File: src/rtl/pipeline_register_pkg.sv
// -----------------------------------------------------------------------------
// pipeline_register_pkg
// Shared definitions for the pipeline_register block and its bench:
//   DEFAULT_N      default data width
//   DEFAULT_DEPTH  default number of register stages
//   occ_width()    width of the optional occupancy counter (PIPE_OCCUPANCY_EN)
// -----------------------------------------------------------------------------
package pipeline_register_pkg;

   localparam int DEFAULT_N     = 16;
   localparam int DEFAULT_DEPTH = 3;

   // Bits needed to count 0..depth words held in the pipe.
   function automatic int occ_width(input int depth);
      return (depth < 1) ? 1 : $clog2(depth + 1);
   endfunction

endpackage

File: src/rtl/pipeline_register_if.sv
// -----------------------------------------------------------------------------
// pipeline_register_if
// Upstream and downstream handshake bundle of pipeline_register.
//   in_data / in_valid / in_ready     upstream side (producer -> pipe)
//   out_data / out_valid / out_ready  downstream side (pipe -> consumer)
// Modports:
//   master  the environment (drives in_*, out_ready)
//   slave   the pipeline    (drives in_ready, out_*)
//
// Handshake: a word moves across a side on a rising edge where valid and
// ready are both 1. The sender holds data stable while valid = 1 and
// ready = 0; ready may depend combinationally on the receiver's state and on
// the downstream ready, never on the same side's valid.
// -----------------------------------------------------------------------------
interface pipeline_register_if
   import pipeline_register_pkg::*;
   #(parameter int N = DEFAULT_N);

   logic [N-1:0] in_data;
   logic         in_valid;
   logic         in_ready;
   logic [N-1:0] out_data;
   logic         out_valid;
   logic         out_ready;

   modport master (
      output in_data, in_valid, out_ready,
      input  in_ready, out_data, out_valid
   );

   modport slave (
      input  in_data, in_valid, out_ready,
      output in_ready, out_data, out_valid
   );

endinterface

File: src/rtl/pipe_stage.sv
// -----------------------------------------------------------------------------
// pipe_stage
// One data/valid register pair of the pipeline_register chain.
// Ports:
//   clk      clock, rising edge
//   rst      synchronous active-high reset: valid and data cleared
//   flush_i  synchronous clear of valid only (data kept)
//   load_i   stage may take the upstream word this cycle
//   data_i   upstream data
//   valid_i  upstream valid
//   data_o   registered data
//   valid_o  registered valid
// Priority: rst > flush_i > load_i.
// -----------------------------------------------------------------------------
module pipe_stage
   import pipeline_register_pkg::*;
   #(parameter int N = DEFAULT_N)
   (
      input  logic         clk,
      input  logic         rst,
      input  logic         flush_i,
      input  logic         load_i,
      input  logic [N-1:0] data_i,
      input  logic         valid_i,
      output logic [N-1:0] data_o,
      output logic         valid_o
   );

   logic [N-1:0] data_q;
   logic [N-1:0] data_d;
   logic         valid_q;
   logic         valid_d;

   always_comb begin
      data_d  = data_q;
      valid_d = valid_q;
      if (flush_i) begin
         valid_d = 1'b0;
      end else if (load_i) begin
         valid_d = valid_i;
         // Bubbles pass through the valid bit only; data holds its last word.
         if (valid_i) begin
            data_d = data_i;
         end
      end
   end

   always_ff @(posedge clk) begin
      if (rst) begin
         data_q  <= '0;
         valid_q <= 1'b0;
      end else begin
         data_q  <= data_d;
         valid_q <= valid_d;
      end
   end

   assign data_o  = data_q;
   assign valid_o = valid_q;

endmodule

File: src/rtl/pipeline_register.sv
// -----------------------------------------------------------------------------
// pipeline_register
// DEPTH-deep, N-bit register chain with valid/ready on both sides, per-stage
// bubble collapsing and a synchronous flush. Unstalled latency is DEPTH
// cycles at one word per cycle; a full pipe holds DEPTH words.
// Ports:
//   clk        clock, rising edge
//   rst        synchronous active-high reset (all stages emptied, data zeroed)
//   flush      synchronous clear of all valid bits (data kept); the word
//              presented on the flush cycle is dropped
//   bus        pipeline_register_if.slave: in_data/in_valid/in_ready,
//              out_data/out_valid/out_ready
//   occupancy  (only with PIPE_OCCUPANCY_EN) number of valid stages
// Optional feature macro: PIPE_OCCUPANCY_EN.
// -----------------------------------------------------------------------------
module pipeline_register
   import pipeline_register_pkg::*;
   #(
      parameter int N     = DEFAULT_N,
      parameter int DEPTH = DEFAULT_DEPTH
   )
   (
      input  logic clk,
      input  logic rst,
      input  logic flush,
      pipeline_register_if.slave bus
`ifdef PIPE_OCCUPANCY_EN
      ,
      output logic [occ_width(DEPTH)-1:0] occupancy
`endif
   );

   logic [N-1:0]     stage_data [DEPTH];
   logic [DEPTH-1:0] stage_valid;
   logic [DEPTH-1:0] ready;

   // A stage may load when it or any stage downstream of it is empty, or the
   // consumer takes the last word this cycle. Written as a reduction over the
   // downstream slice instead of a bit-to-bit chain; the function is the same.
   for (genvar i = 0; i < DEPTH; i++) begin : g_ready
      assign ready[i] = ~(&stage_valid[DEPTH-1:i]) | bus.out_ready;
   end

   for (genvar i = 0; i < DEPTH; i++) begin : g_stage
      logic [N-1:0] up_data;
      logic         up_valid;

      if (i == 0) begin : g_head
         assign up_data  = bus.in_data;
         assign up_valid = bus.in_valid;
      end else begin : g_body
         assign up_data  = stage_data[i-1];
         assign up_valid = stage_valid[i-1];
      end

      pipe_stage #(.N(N)) u_stage (
         .clk     (clk),
         .rst     (rst),
         .flush_i (flush),
         .load_i  (ready[i]),
         .data_i  (up_data),
         .valid_i (up_valid),
         .data_o  (stage_data[i]),
         .valid_o (stage_valid[i])
      );
   end

   // in_ready is forced low during reset so nothing is taken on a reset edge.
   assign bus.in_ready  = ready[0] & ~rst;
   assign bus.out_data  = stage_data[DEPTH-1];
   assign bus.out_valid = stage_valid[DEPTH-1];

`ifdef PIPE_OCCUPANCY_EN
   localparam int OCC_W = occ_width(DEPTH);

   logic [OCC_W-1:0] occ_q;
   logic [OCC_W-1:0] occ_d;
   logic             in_xfer;
   logic             out_xfer;

   assign in_xfer  = bus.in_valid & bus.in_ready;
   assign out_xfer = bus.out_valid & bus.out_ready;

   always_comb begin
      occ_d = occ_q;
      if (flush) begin
         occ_d = '0;
      end else if (in_xfer & ~out_xfer) begin
         occ_d = occ_q + OCC_W'(1);
      end else if (out_xfer & ~in_xfer) begin
         occ_d = occ_q - OCC_W'(1);
      end
   end

   always_ff @(posedge clk) begin
      if (rst) begin
         occ_q <= '0;
      end else begin
         occ_q <= occ_d;
      end
   end

   assign occupancy = occ_q;

   // The counter is a cheap registered mirror of the popcount of the valid bits.
   occupancy_matches_valid : assert property (
      @(posedge clk) disable iff (rst) occ_q == OCC_W'($countones(stage_valid))
   );
`endif

endmodule
File: src/flat_wrapper.sv
// flat-port wrapper written by rule: the top's interface ports become plain ports
module pipeline_register_flat import pipeline_register_pkg::*;
#(
      parameter int N     = DEFAULT_N,
      parameter int DEPTH = DEFAULT_DEPTH
   )
  (clk, rst, flush, bus_in_data, bus_in_valid, bus_out_ready, bus_in_ready, bus_out_data, bus_out_valid);
  pipeline_register_if #(.N(N)) bus_i ();
  input  logic clk;
  input  logic rst;
  input  logic flush;
  input wire logic [$bits(bus_i.in_data)-1:0] bus_in_data;
  input wire logic [$bits(bus_i.in_valid)-1:0] bus_in_valid;
  input wire logic [$bits(bus_i.out_ready)-1:0] bus_out_ready;
  output wire logic [$bits(bus_i.in_ready)-1:0] bus_in_ready;
  output wire logic [$bits(bus_i.out_data)-1:0] bus_out_data;
  output wire logic [$bits(bus_i.out_valid)-1:0] bus_out_valid;
  assign bus_i.in_data = bus_in_data;
  assign bus_i.in_valid = bus_in_valid;
  assign bus_i.out_ready = bus_out_ready;
  assign bus_in_ready = bus_i.in_ready;
  assign bus_out_data = bus_i.out_data;
  assign bus_out_valid = bus_i.out_valid;
  pipeline_register #(.N(N), .DEPTH(DEPTH)) u_core (.clk(clk), .rst(rst), .flush(flush), .bus(bus_i));
endmodule
File: config.mk
export PLATFORM = sky130hd
export DESIGN_NAME = pipeline_register_flat
export DESIGN_NICKNAME = d
export VERILOG_FILES = /design/src/rtl/pipeline_register_pkg.sv /design/src/rtl/pipeline_register_if.sv /design/src/rtl/pipe_stage.sv /design/src/rtl/pipeline_register.sv /design/src/flat_wrapper.sv
export SDC_FILE = /design/constraint.sdc
export NUM_CORES = 1
export LEC_CHECK = 0
export CORE_UTILIZATION = 45
export DETAILED_ROUTE_END_ITERATION = 12
export PLACE_DENSITY_LB_ADDON = 0.15
export SLEW_MARGIN = 10
export SYNTH_ARGS = -nofsm -noshare
export SYNTH_HDL_FRONTEND = slang
export SYNTH_SLANG_ARGS = --single-unit
File: constraint.sdc
create_clock -name clk -period 3.2 [get_ports clk]
set_clock_uncertainty 0.2 [all_clocks]
set_input_delay 0.96 -clock clk [delete_from_list [all_inputs] [get_ports clk]]
set_output_delay 0.96 -clock clk [all_outputs]
set_load 0.02 [all_outputs]
# Word-level counts from Yosys, hierarchy flattened
# Cells that the tools add are included.
# totals
reg_bits	51
in_bits	21
out_inout_bits	18
elab_cells	21
# classes
n_bitwise	9
n_reduce_logical	6
# op_table
operator	count
$reduce_and 3->1	4
$not 1->1	5
$or 1x1->1	3
$reduce_and 2->1	1
$reduce_or 2->1	1
$and 1x1->1	1

# Depth between registers and ports, before layout
# Gate-level depths: netlist of the first run.
# depth
ltp_word	4
mapped_depth	6
mapped_depth_nobuf	3

# By module
# From an unflattened synthesis of the first run, not the netlist that was laid out.
# unflattened
hier_cells	224
area_unflattened_um2	2333.5
# modules_own_cells
mod	instances	cells_each	area_each_um2	seq_area_each_um2
pipe_stage	3	73	767.0	340.3
pipeline_register	1	5	32.5	0.0

# Worst setup path after synthesis of the first run
# No wires, ideal clock.
# synth_timing
path_type	in2out
from	input port rst
to	output port bus_in_ready
arrival_time_ns	1.691
t_required_ns	2.040
setup_slack_ns	0.349
stages	3
path_buffers	2
cell_sequence	clkbuf_1 -> clkbuf_1 -> a31oi_1
# synth_via
elab_chain_len	2
# synth_rtl
element	line_no	source
from (decl)	flat_wrapper.sv:10	input logic rst;
$not 1->1	pipeline_register.sv:69	assign bus.in_ready = ready[0] & ~rst;
$and 1x1->1	pipeline_register.sv:69	
to (decl)	flat_wrapper.sv:15	output wire logic [$bits(bus_i.in_ready)-1:0] bus_in_ready;
# No other way between the ends.

# Worst setup path after layout of the first run
# layout_timing
from	input port bus_out_ready
to	output port bus_in_ready
# layout_via
elab_chain_len	2
# layout_rtl
element	line_no	source
from (decl)	flat_wrapper.sv:14	input wire logic [$bits(bus_i.out_ready)-1:0] bus_out_ready;
$or 1x1->1	pipeline_register.sv:41	assign ready[i] = ~(&stage_valid[DEPTH-1:i]) | bus.out_ready;
$and 1x1->1	pipeline_register.sv:69	
# No other way between the ends.

==> flow_metrics.py, run 1 <==
metrics = {
    "cts": {
        "cts_tree": "built",
        "clk_latency_ns": 0.30,
        "clockBufferDepth": 2,
        "numCtsBuffers": 5,
        "clock-sinks": 51,
        "post_cts_buffers": 0,
        "htree_num_levels": 2,
        "cts.reportedPaths.clkPinSlew_ns": 0.10,
        "cts-root-buf": "clkbuf_8",
    },
    "setup_path": {
        "reg2reg_to": "u_core.g_stage[0].u_stage.data_o[1]$_SDFFE_PP0P_",
        "crit_path_max_fanout": 2,
        "ff2ff_setup_slack_ns": 1.52,
        "cp.arrival_ns": 1.89,
        "crit_required_ns": 2.04,
        "regToRegStartpoint": "u_core.g_stage[2].u_stage.valid_o$_SDFFE_PP0P_",
        "r2r_cells": 5,
        "cp-end-kind": "primary output",
        "critical_path_class": "in2out",
        "cp-start-kind": "input port",
    },
    "detailed_routing": {
        "viasPerCell": 4.983,
        "ant_nets": 0,
        "detail_route.wl_per_cell_um": 12.44,
        "drtIter0Drc": 88,
        "wirelength_mm": 3.708,
        "drtPass1Iterations": 4,
        "drc": 0,
        "vias": 1485,
    },
    "finish": {
        "final_cell_mix": "51 x dfxtp_1, 49 x nand2b_1, 37 x clkdlybuf4s50_1, 32 x mux2i_1, 17 x a21oi_1",
        "nFillCells": 400,
        "syn_to_final_growth_pct": 23.35,
        "fin_util_pct": 58.70,
        "instances_no_fill": 298,
        "final_common_cell": "dfxtp_1",
        "finish.net_count": 266,
        "drive_gt1_share_pct": 6.911,
        "n_antenna_cell": 0,
    },
    "die": {
        "rows": 24,
        "dieWidth_um": 70.33,
        "die_area_um2": 4946,
        "io_pins": 39,
        "start_util_pct": 47.59,
        "coreArea_um2": 4414,
        "fp.dieH_um": 70.33,
    },
    "synthesis": {
        "syn-cell-area_um2": 2101,
        "yosysWarnings": 0,
        "syn_inst": 213,
        "yosysSeqAreaShare_pct": 48.60,
        "synth_top_cell_area_share_pct": 48.60,
        "yosysTopAreaCell": "dfxtp_1",
        "synthTopCellsByArea": "dfxtp_1 49%, mux2i_1 15%, nand2b_1 15%",
        "yosysUniqueCellTypes": 21,
        "avgSynthCellArea_um2": 9.863,
        "ys_ff_latch": 51,
        "synth_nets": 234,
    },
    "timing": {
        "fin_setup_tns_ns": 0,
        "final_max_slew_viol_count": 0,
        "rsz0062_at_grt": "no",
        "post-route-period-util_pct": 95.23,
        "tightest_slew_ns": 0.5173,
        "max_freq_ghz": 0.3282,
        "finalSetupViolations": 0,
        "relSlewSlack_pct": 65.51,
        "final.setup.worst_slack_ns": 0.1527,
        "fin_crit_ns": 3.047,
        "hold_violations": 0,
        "holdWs_ns": 0.2720,
    },
    "pwr": {
        "p_leak_nw": 0.8813,
        "peakVddDrop_v": 0.0001802,
        "power_density_nw_per_um2": 427.0,
    },
    "global_routing": {
        "antenna_found_initial": 0,
        "grt_overflow": 0,
        "grt_pass1_wl_mm": 6.624,
        "grt_pass1_vias": 1411,
        "grt_use_total_pct": 16.82,
        "grt_start_max_net_pins": 68,
    },
    "placed_design": {
        "dp_hpwl_mm": 2.388,
        "io_buffer_count": 38,
        "dp_slack_ns": -0.2739,
        "place_congestion": 0.6613,
        "dpl.cell_count": 290,
    },
    "worst_hold_path": {
        "holdPathStages": 2,
        "min_from": "u_core.g_stage[1].u_stage.data_o[6]$_SDFFE_PP0P_",
        "hp-class": "reg2reg",
        "min_to": "u_core.g_stage[2].u_stage.data_o[6]$_SDFFE_PP0P_",
    },
    "job": {
        "maxCapViolations": 0,
    },
    "outcome": {
        "status": "finished, final reports clean",
    },
}
==> worst max-delay path by stage <==
stage | from | endpoint | slack (ns) | cells past startpoint
floorplan | rst | bus_in_ready | 0.35 | 3
global placement | bus_out_ready | bus_in_ready | -0.26 | 4
detailed placement | bus_out_ready | bus_in_ready | -0.27 | 4
CTS | bus_out_ready | bus_in_ready | 0.005 | 4
global route | bus_out_ready | bus_in_ready | 0.13 | 4
finish | bus_out_ready | bus_in_ready | 0.15 | 4
==> registers in the layout, indices dropped and copies added, names as in the netlist <==
register / flops
u_core.g_stage.u_stage.data_o: 48
u_core.g_stage.u_stage.valid_o: 3
==> power by group <==
part	internal (mW)	switching (mW)	leakage, nW
combinational	0.0504	0.0361	0.424
sequential	0.646	0.00468	0.413
clock	0.156	0.212	0.0443
==> final cells by class <==
| class | count | area, um^2 | share of cell area (%) |
|---|---|---|---|
| clock buffers | 5 | 68.82 | 2.656 |
| clock inverters | 3 | 25.02 | 0.9657 |
| inverters | 2 | 7.507 | 0.2897 |
| multi-input cells | 142 | 978.4 | 37.76 |
| flip-flops and latches | 51 | 1021 | 39.40 |
| well taps | 52 | 65.06 | 2.511 |
| repair buffers | 43 | 425.4 | 16.42 |
==> kinds of logic after synthesis <==
kind of cell / count (synthesis) / share of synthesized area (%)
buffers and inverters: 20 / 4.824
AND/OR/NAND/NOR: 72 / 20.61
multiplexers: 32 / 15.25
flip-flops: 51 / 48.60
AO/OA/AOI/OAI: 38 / 10.72
==> critical path, stage by stage <==
cell and delay, ns:
clkdlybuf4s50_1 0.52, nor2b_4 0.05, a31oi_1 0.17, clkbuf_2 0.19
==> layer usage <==
layer	share of wire, %	GRT usage (%)	wire, um
met1	56	23.90	2063
met4	0.65	6.222	24
met3	4.0	4.473	149
met5	0	0	0
met2	40	24.23	1471
==> cells in the mapped netlist, drive strengths merged <==
| cell | n |
|---|---|
| a211o | 1 |
| nand2b | 49 |
| inv | 2 |
| nor3 | 3 |
| buf | 6 |
| a311oi | 1 |
| mux2i | 32 |
| nor2 | 1 |
| or2b | 1 |
| nor2b | 2 |
| nand3 | 16 |
| a211oi | 1 |
| o21ai | 16 |
| clkbuf | 12 |
| dfxtp | 51 |
| a21oi | 17 |
| a31oi | 2 |
==> stage by stage <==
| step | area, um^2 | total power [mW] |
|---|---|---|
| after floorplan | 2101 | 0.7181 |
| after global routing | 2591 | 1.160 |
| final | 2591 | 1.106 |
| after global placement | 2502 | 0.7532 |
| after detailed placement | 2502 | 0.7539 |
| after CTS | 2595 | 1.123 |
==> what timing repair did <==
action                     4_1_cts  5_1_grt
resized for setup                1        3
setup endpoints to repair        1        1
hold buffers                     0        0
Note: power is estimated with default switching activity, not from simulation.
==> run 2, diff against run 1 <==
--- a/config.mk
+++ b/config.mk
@@ -12,3 +12,4 @@
 export SYNTH_ARGS = -nofsm -noshare
 export SYNTH_HDL_FRONTEND = slang
 export SYNTH_SLANG_ARGS = --single-unit
+export TNS_END_PERCENT = 50
==> results of run 2 <==
Final layout, timing and power as in run 1 (identical DEF).
==> run 3, diff against run 2 <==
--- a/config.mk
+++ b/config.mk
@@ -7,6 +7,7 @@
 export LEC_CHECK = 0
 export CORE_UTILIZATION = 45
 export DETAILED_ROUTE_END_ITERATION = 12
+export GPL_ROUTABILITY_DRIVEN = 0
 export PLACE_DENSITY_LB_ADDON = 0.15
 export SLEW_MARGIN = 10
 export SYNTH_ARGS = -nofsm -noshare
==> results of run 3 <==
Final layout, timing and power as in run 1 (identical DEF).
